`src/rtl/mac_seq_ctrl.sv`:
```
// Purpose: job sequencer for the 4-lane MAC array plus result-RAM arbiter (write-back vs host).
// Latency: busy/op_rd rise the cycle after start is sampled; per group K_LEN+MAC_LAT+6 cycles.
// Backpressure: none on the job path; host_req stalls (host_gnt=0) outside IDLE or while start is high.
module mac_seq_ctrl #(
  parameter int K_LEN   = 8,
  parameter int N_GRP   = 4,
  parameter int MAC_LAT = 2,
  parameter int ADDR_W  = 8
) (
  input  logic              clk,
  input  logic              rst,
  input  logic              start,
  output logic              busy,
  output logic              done,
  output logic              op_rd,
  output logic [ADDR_W-1:0] op_addr,
  output logic              mac_clr,
  output logic              mac_en,
  output logic              web,
  input  logic              host_req,
  output logic              host_gnt,
  output logic              ram_sel
);

  localparam int K_W     = (K_LEN > 1) ? $clog2(K_LEN) : 1;
  localparam int G_W     = (N_GRP > 1) ? $clog2(N_GRP) : 1;
  localparam int CNT_MAX = (MAC_LAT > 3) ? MAC_LAT : 3;
  localparam int C_W     = $clog2(CNT_MAX + 1);

  localparam logic [K_W-1:0] K_LAST     = K_W'(K_LEN - 1);
  localparam logic [G_W-1:0] G_LAST     = G_W'(N_GRP - 1);
  localparam logic [C_W-1:0] DRAIN_LAST = C_W'(MAC_LAT);
  localparam logic [C_W-1:0] HOLD_LAST  = C_W'(3);

  typedef enum logic [2:0] {
    IDLE,
    FETCH,
    DRAIN,
    WBTRIG,
    WBHOLD,
    DONE
  } state_t;

  state_t         state;
  logic [G_W-1:0] grp;
  logic [K_W-1:0] k;
  logic [C_W-1:0] cnt;

  // Host may own the result RAM only while idle and not being asked to start a job.
  assign host_gnt = rst & host_req & (state == IDLE) & ~start;
  assign ram_sel  = host_gnt;

  // Sequencer FSM; every output is registered alongside the state it belongs to.
  // op_addr is stepped by one, which reproduces grp*K_LEN+k across group boundaries.
  always_ff @(posedge clk or negedge rst) begin
    if (!rst) begin
      state   <= IDLE;
      grp     <= '0;
      k       <= '0;
      cnt     <= '0;
      busy    <= 1'b0;
      done    <= 1'b0;
      op_rd   <= 1'b0;
      op_addr <= '0;
      mac_clr <= 1'b0;
      mac_en  <= 1'b0;
      web     <= 1'b0;
    end else begin
      // MAC controls trail the operand read by the RAM's one-cycle latency.
      mac_en  <= op_rd;
      mac_clr <= op_rd & (k == '0);
      web     <= 1'b0;
      done    <= 1'b0;
      case (state)
        IDLE: begin
          if (start) begin
            state   <= FETCH;
            grp     <= '0;
            k       <= '0;
            busy    <= 1'b1;
            op_rd   <= 1'b1;
            op_addr <= '0;
          end
        end
        FETCH: begin
          if (k == K_LAST) begin
            state <= DRAIN;
            k     <= '0;
            cnt   <= '0;
            op_rd <= 1'b0;
          end else begin
            k       <= k + 1'b1;
            op_addr <= op_addr + ADDR_W'(1);
          end
        end
        DRAIN: begin
          // MAC_LAT+1 cycles: the last mac_en plus the pipeline depth.
          if (cnt == DRAIN_LAST) begin
            state <= WBTRIG;
            cnt   <= '0;
            web   <= 1'b1;
          end else begin
            cnt <= cnt + 1'b1;
          end
        end
        WBTRIG: begin
          state <= WBHOLD;
          cnt   <= '0;
        end
        WBHOLD: begin
          // Write-back owns the RAM for four cycles to store the group's four words.
          if (cnt == HOLD_LAST) begin
            cnt <= '0;
            if (grp == G_LAST) begin
              state <= DONE;
              done  <= 1'b1;
            end else begin
              state   <= FETCH;
              grp     <= grp + 1'b1;
              op_rd   <= 1'b1;
              op_addr <= op_addr + ADDR_W'(1);
            end
          end else begin
            cnt <= cnt + 1'b1;
          end
        end
        DONE: begin
          state <= IDLE;
          busy  <= 1'b0;
        end
        default: begin
          state <= IDLE;
          busy  <= 1'b0;
          op_rd <= 1'b0;
        end
      endcase
    end
  end

endmodule

```
`config.mk`:
```
export PLATFORM = sky130hd
export DESIGN_NAME = mac_seq_ctrl
export DESIGN_NICKNAME = d
export VERILOG_FILES = /design/src/rtl/mac_seq_ctrl.sv
export SDC_FILE = /design/constraint.sdc
export NUM_CORES = 1
export LEC_CHECK = 0
export BUFFER_PORTS_ARGS = -buffer_cell sky130_fd_sc_hd__buf_2
export CORE_MARGIN = 3
export CORE_UTILIZATION = 40
export CTS_CLUSTER_SIZE = 10
export DETAILED_ROUTE_END_ITERATION = 6
export PLACE_DENSITY = 0.71
export SYNTH_ARGS = -nofsm -noshare
export SYNTH_HDL_FRONTEND = slang
export SYNTH_SLANG_ARGS = --single-unit
```
`constraint.sdc`:
```
create_clock -name clk -period 3.65 [get_ports clk]
set_input_delay 0.1825 -clock clk [delete_from_list [all_inputs] [get_ports clk]]
set_output_delay 0.1825 -clock clk [all_outputs]
set_load 0.02 [all_outputs]
```
== Yosys cells after proc, flatten, opt, wreduce, memory -nomap -nowiden ==
Index checks and enable logic that the tools add are counted.

* Input port bits: 4
* Register bits after elaboration: 24
* Output and inout bits: 16
* Word-level logic and storage cells: 85

* Equality and inequality tests: 15
* Reductions and logical operators: 15
* Add/subtract/negate cells: 4
* Muxes and demuxes: 33
* Bitwise gates (word level): 7

{| class="wikitable"
|+ Operators by type and width
! kind !! count
|-
| 2-to-1 mux 8 bit || 4
|-
| one-hot mux 8 bit (3 select lines) || 1
|-
| 2-to-1 mux 3 bit || 7
|-
| one-hot mux 3 bit (5 select lines) || 1
|-
| 2-to-1 mux 2 bit || 6
|-
| != test 2 bit (second input constant) || 6
|-
| AND reduction 5 bit || 2
|-
| equality test 3 bit (second input constant) || 3
|-
| 2-to-1 mux 1 bit || 9
|-
| adder 8 x 1 -> 8 bit (second input constant) || 1
|-
| one-hot mux 2 bit (4 select lines) || 1
|-
| AND reduction 4 bit || 2
|-
| equality test 2 bit (second input constant) || 3
|-
| equality test 3 x 2 -> 1 bit (second input constant) || 2
|-
| zero test 3 bit || 2
|-
| one-hot mux 3 bit (2 select lines) || 1
|-
| AND reduction 2 bit || 3
|-
| adder 2 x 1 -> 2 bit (second input constant) || 2
|-
| AND 1 bit || 4
|-
| one-hot mux 1 bit (4 select lines) || 1
|-
| one-hot mux 2 bit (2 select lines) || 1
|-
| nonzero test 2 bit || 2
|-
| nonzero test 4 bit || 1
|-
| OR reduction 4 bit || 1
|-
| other kinds (6) || 8
|}

== Depth between registers and ports, before layout ==
Gate-level depths: netlist of the first run.

* Depth in word-level cells: 4
* Mapped depth: 6
* Depth with buffers taken out: 6

== Worst setup path before layout of the first run ==
Ideal clock, no wire load.

* Kind: register to output
* From: register state[1]
* To: output port ram_sel
* Required time: 3.467 ns
* Arrival: 1.708 ns
* Path buffers: 2
* Stages on the path, launching flop included: 6
* Setup slack: 1.759 ns
* Cells stage by stage: dfrtp_1 -> buf_1 -> nor2_1 -> nand3_1 -> nor3_1 -> buf_4

* Cells in the longest elaborated chain, start to end: 3

{| class="wikitable"
|+ Ends and longest elaborated chain
! element !! line !! RTL
|-
| start: declaration || 44 || <nowiki>state_t state;</nowiki>
|-
| start signal: assignment || 57 || <nowiki>state <= IDLE;</nowiki>
|-
| start signal: assignment || 77 || <nowiki>state <= FETCH;</nowiki>
|-
| start signal: assignment || 87 || <nowiki>state <= DRAIN;</nowiki>
|-
| zero test 3 bit || 50 || <nowiki>assign host_gnt = rst & host_req & (state == IDLE) & ~start;</nowiki>
|-
| AND 1 bit (2 in a row) || 50 ||
|-
| end: declaration || 22 || <nowiki>output logic ram_sel</nowiki>
|}

No other way between the ends.

== Final worst setup path of the first run ==
* From: register state[2]
* To: output port ram_sel

The elaborated chain is that of the path after synthesis.

==> results of run 1 <==
## worst max-delay path, delay by kind of cell, from the launching register on
| family | cells | cell delay [ns] |
|---|---|---|
| simple gates | 3 | 0.72 |
| buf+inv | 1 | 0.21 |
| flops | 1 | 0.62 |
## sequential cells by signal (all words and copies together), names as in the netlist
register	flops
state	3
k	3
cnt	2
done	1
op_rd	1
mac_en	1
grp	2
web	1
mac_clr	1
op_addr	8
busy	1
## how the worst min path moves through the flow
stage,slack [ns],start,cells past startpoint,end
floorplan,-0.11,rst,0,busy
global route,0.22,start,3,busy
global placement,0.20,rst,1,mac_en
CTS,0.23,start,3,busy
detailed placement,0.21,rst,1,grp[1]
finish,0.23,start,3,busy
## per-layer routing
metal | vias up | global-route usage, %
li1 | 530 | -
met1 | 501 | 16.7
met2 | 28 | 21.9
met3 | 4 | 2.14
met4 | 0 | 5.66
met5 | - | 0
## per-stage QoR
step | total power [uW] | hold WS [ns] | utilization, %
after floorplan | 883 | -0.113 | -
after global placement | 999 | 0.197 | 46.4
after detailed placement | 1020 | 0.206 | 46.4
after CTS | 1130 | 0.226 | 47.5
after global routing | 1230 | 0.217 | 47.5
final | 1120 | 0.231 | 47.5
## synthesized netlist by cell type
master / count / area, um^2
o21a_1: 1 / 7.51
clkbuf_1: 3 / 11.3
a211oi_1: 1 / 7.51
nor4_1: 1 / 6.26
nand2_1: 8 / 30.0
buf_1: 1 / 3.75
nand2b_1: 2 / 12.5
nor3_1: 4 / 20.0
a21o_1: 1 / 7.51
a21oi_4: 1 / 16.3
and4_1: 1 / 8.76
nand4_1: 3 / 18.8
a32oi_1: 1 / 8.76
or3_1: 1 / 6.26
or3b_1: 1 / 8.76
inv_1: 11 / 41.3
nand4bb_1: 1 / 11.3
and3b_1: 1 / 8.76
mux2i_1: 4 / 40.0
buf_4: 2 / 15.0
ha_1: 9 / 113
nor2_1: 9 / 33.8
buf_2: 1 / 5.00
mux2_2: 1 / 11.3
dfrtp_1: 24 / 601
a31oi_1: 7 / 43.8
a21oi_1: 6 / 30.0
and3_1: 1 / 6.26
nor2b_1: 2 / 12.5
xnor2_1: 1 / 8.76
a41oi_1: 2 / 17.5
nand3_1: 5 / 25.0
o21ai_1: 1 / 5.00
nand3b_1: 1 / 7.51
a32o_1: 3 / 30.0
a22o_1: 1 / 8.76
o211a_1: 1 / 10.0
and2_1: 1 / 6.26
o21ai_0: 12 / 60.1
## power groups by stage
stage	Sequential, uW	Combinational (uW)	Clock, uW
final	483	530	111
after detailed placement	488	531	0
after floorplan	498	385	0
after global placement	484	516	0
after CTS	483	535	117
after global routing	503	598	131
## area by class of cell
class | instances | area [um^2]
clock buffers | 3 | 22.5
well taps | 44 | 55.1
flip-flops and latches | 24 | 601
inverters | 11 | 41.3
multi-input cells | 95 | 648
repair buffers | 20 | 105
fillers | 311 | 1630
## repair_timing
item	in CTS	in global routing
setup endpoints to repair	0	0
hold buffers	1	0
setup buffers	0	0
endpoints found under the hold margin	24	0
## kinds of logic (layout without fill, tap and decap cells)
logic type,after synthesis,count (layout),synth area share [%]
multiplexers,5,5,3.87
buffers and inverters,18,34,5.76
AND/OR/NAND/NOR,42,42,16.8
flip-flops,24,24,45.3
AO/OA/AOI/OAI,38,38,19.1
XOR/XNOR,1,1,0.661
adder cells (fa/ha/maj),9,9,8.50
==> results.md, run 1 <==
* Worst setup margin at 1.60 ns
* Mean Syn Cell Area at between 9 and 10 um^2
* Net Sw Frac at 45.1%
* Max Freq at around 500 MHz
* Maxcap violations at 0
* Logic pwr share at a little under half
* Maximum vdd drop at around 240 uV
* Register-to-Register Path Depth at 6
* Drt total wl at 2.48 mm
* Cells after synthesis at 137
* Seq cells post-synth at 24
* Layout cells sized above 1 at about 16%
* Deepest clock path buffer count at 2
* Critical Path Start: state[2]
* Most frequent cells in the layout: dfrtp_1 (24), buf_2 (19), o21ai_0 (12)
* CTS H-Tree Depth at 1
* Final nets at between 150 and 200
* Worst setup path endpoint: ram_sel
* Rel. slew slack at 55.0%
* Critical Path Max Stage Delay at 0.62 ns
* Wire length on met2 at 1.17 mm
* GRT Residual Overflow at 0
* Hold WC Path Type: in -> reg
* I/O Buffers at 19
* Final cell count without fillers at 197
* Netlist cell types at 39
* Net Count, Synth at 150
* CTS Buf Count at 3
* R2R Path Start: k[0]
* Drt pass-1 iters at 4
* PwrDens at 763 nW/um^2
* Vias in the first global route at 989
* Fraction of the cycle the final worst path needs at 56.1%
* DRT iter0 DRCs at 76
* Clk root buf: clkbuf_4
* GP Congestion at about 0.8
* Final setup fails at 0
* Worst slew pin tran at 0.676 ns
* Flop pwr share at 43.0%
* Antenna diode instance count at 0
* Crit start category: flip-flop
* Post-layout min period at 2.05 ns
* DRC at 0
* Die ar. at 4040 um^2
* Post-DP Area at 1440 um^2
* Initial antenna violation count at 0
* Core area at 3100 um^2
* Post-CTS sizing at 0
* Post-synthesis cell area at 1330 um^2
* Total GRT Usage at a little over an eighth
* Max Used Layer: met4
* Routed Antenna Nets at 0
* Die height at 63.6 um
* Vias at 1063
* Pleak at 0.000705 uW
* Crit Path Class: reg -> out
* Pint at 617 uW
* Via density at 5.40
* Die Span X at 63.6 um
* Synth Warn # at 0
* Clock skew at 0.00741 ns
* Commonest non-fill, non-tap cell in the layout: dfrtp_1
* Post-DP HPWL at 1.77 mm
* Clock transition at the registers of the reported paths at roughly 0.12 ns
* Starting Density at roughly 43%
* Worst reg2reg setup slack at 1.71 ns
* CP Max Fanout at 21
* Met3 wire len at 106 um
* Worst EP arrival at 1.87 ns
* M1 WL at 1.17 mm
* Place WS at 1.73 ns
* First-pass GRT wire length at ~4.3 mm
* Worst path required time at approximately 3.5 ns
* Worst setup EP type: output pin
* Placed cell count at roughly 190
* Switch Pwr at approximately 500 uW
* Max-slew violation count at 0
* Total Neg Setup Slack at 0 ns
* Status: finished clean
* Drt wl/cell at 12.6 um
* Critical-path cell list: nor2_1 > nand3_1 > nor3_1 > buf_2
* Clock share of power at 9.9%
* CTS tree: built
* Worst-skew pair later-pin latency at ~0.31 ns
* Pin count of the biggest net entering global routing at 26
* RSZ-0062 raised after global routing: no
* Area grow syn2layout at 11.1%
* Final Hold Fails at 0
* Final instance area at 1470 um^2
* FF-to-FF End: op_addr[4]
* Clock sinks at 24
* FP Rows at 20
* Critical Path Slowest Stage Cell: dfrtp_1
* Top-level port count at 20
* Seq/Total Area, Yosys at 45.3%
No activity file was read; power rests on OpenSTA's default activity.
==> run 2, diff against run 1 <==
==> constraint.sdc (replaced) <==
create_clock -name clk -period 1.9 [get_ports clk]
set_input_delay 0.095 -clock clk [delete_from_list [all_inputs] [get_ports clk]]
set_output_delay 0.095 -clock clk [all_outputs]
set_load 0.02 [all_outputs]
==> run 2 against run 1 <==
Via count up 3.3%. Worst setup slack worse by 1.5 ns. Flip-flop and latch count unchanged. Die area unchanged. Final cell count up 4.6%. Hold slack worse by 0.096 ns. Critical path depth up 3. Clock power rose to 3.3 times the previous value. Power up 120%. Wire length up 9.8%. Highest routed layer unchanged.
==> results.md, run 2 (synthesis gave the netlist of run 1 again) <==
* Largest Register: op_addr
* Post-layout min period at 1.82 ns
* PwrDens at between 1500 and 2000 nW/um^2
* Max Freq at 548 MHz
* Rel. slew slack at about 76%
* Flip-flop count of the largest register after layout at 8
* Vias in the first global route at 962
* Maxcap violations at 0
* Commonest non-fill, non-tap cell in the layout: dfrtp_1
* Die ar. at 4040 um^2
* Die height at between 60 and 70 um
* Worst-skew pair later-pin latency at roughly 0.31 ns
* Pin count of the biggest net entering global routing at 25
* Crit start category: flip-flop
* Starting Density at a little over two fifths
* FP Rows at 20
* First-pass GRT wire length at approximately 4.5 mm
* Crit Path Class: reg -> reg
* Final cell count without fillers at 206
* Most frequent cells in the layout: dfrtp_1 (23), buf_2 (19), o21ai_0 (12)
* Core area at 3100 um^2
* CTS H-Tree Depth at 1
* GRT Residual Overflow at 0
* Worst path required time at ~2.2 ns
* I/O Buffers at 19
* Final setup fails at 0
* DRC at 0
* Fraction of the cycle the final worst path needs at 96.0%
* Largest regs: op_addr x8, k x3, state x3
* Worst setup EP type: flip-flop
* GP Congestion at 0.830
* Clock sinks at 24
* Pleak at 0.000754 uW
* Final core utilization at 51.0%
* Clock skew at ~0.0023 ns
* Total Neg Setup Slack at 0 ns
* Status: finished clean
* CP Max Fanout at 6
* DRT iter0 DRCs at 71
* Maximum vdd drop at 450 uV
* Post-DP Area at 1480 um^2
* Area grow syn2layout at 19.5%
* Die Span X at 63.6 um
* Final Hold Fails at 0
* RSZ-0062 raised after global routing: no
* Drt wl/cell at 13.2 um
* Antenna diode instance count at 0
* Top-level port count at 20
* Placed cell count at 198
* Total power at 2480 uW
* Deepest clock path buffer count at 2
* CTS tree: built
* Max-slew violation count at 0
* Drt total wl at roughly 2.7 mm
* Post-DP HPWL at between 1.5 and 2 mm
* Initial antenna violation count at 0
* Clk root buf: clkbuf_4
* CTS Buf Count at 3
* Final nets at ~180
* Hold WC Path Type: in -> reg
* Total GRT Usage at 13.8%
* Final instance area at 1580 um^2
* Routed Antenna Nets at 0
* Clock transition at the registers of the reported paths at 0.13 ns
* Drt pass-1 iters at 4
* Worst slew pin tran at 0.364 ns
* Vias at 1098
* Worst EP arrival at 2.07 ns
* Layout cells sized above 1 at 24.1%
* Via density at about 5.3
run 2: stage by stage:
stage | hold slack [ns] | setup WS, ns
global placement | 0.128 | 0.115
floorplan | -0.201 | 0.0966
finish | 0.136 | 0.0752
detailed placement | 0.126 | 0.0501
global route | 0.115 | 0.00820
CTS | 0.116 | 0.00638
run 2: final cells by class:
cell class	instances	area (um^2)
multi-input cells	95	663
repair buffers	28	169
inverters	11	41.3
well taps	44	55.1
clock inverters	1	30.0
flip-flops and latches	24	602
fillers	305	1520
clock buffers	3	22.5
run 2: worst paths after layout:
kind                        from    endpoint  slack [ns]  depth (start not counted)
setup / recovery            k[0]  op_addr[2]        0.08                          7
hold / removal             start        busy        0.14                          3
setup reg to reg            k[0]  op_addr[2]        0.08                          7
hold reg to reg            op_rd      mac_en        0.44                          0
max in group asynchronous    rst    state[1]        1.34                          3
min in group asynchronous    rst     mac_clr        0.31                          3
run 2: timing repair:
action,in CTS,in global routing
hold endpoints to repair,24,0
endpoints found under the setup margin,0,8
setup buffers,0,3
hold buffers,1,0
resized for setup,0,7
run 2: worst max-delay path: stages (launching register included):
cell	delay [ns]
dfrtp_1	0.43
ha_2	0.19
ha_1	0.20
or3b_4	0.39
a21oi_4	0.23
buf_4	0.15
a21oi_1	0.05
a31oi_1	0.13
run 2: power breakdown:
| part | switching [uW] | internal, uW | total (uW) |
|---|---|---|---|
| Combinational | 681 | 550 | 1230 |
| Sequential | 198 | 683 | 881 |
| Clock | 155 | 213 | 368 |
| Total | 1030 | 1450 | 2480 |
run 2: routing by layer:
layer	vias up	global-route usage [%]	share of wire, %
met2	29	22.9	50
met4	0	5.12	1.1
li1	546	-	-
met1	519	17.9	45
met5	-	0	0
met3	4	2.32	3.9
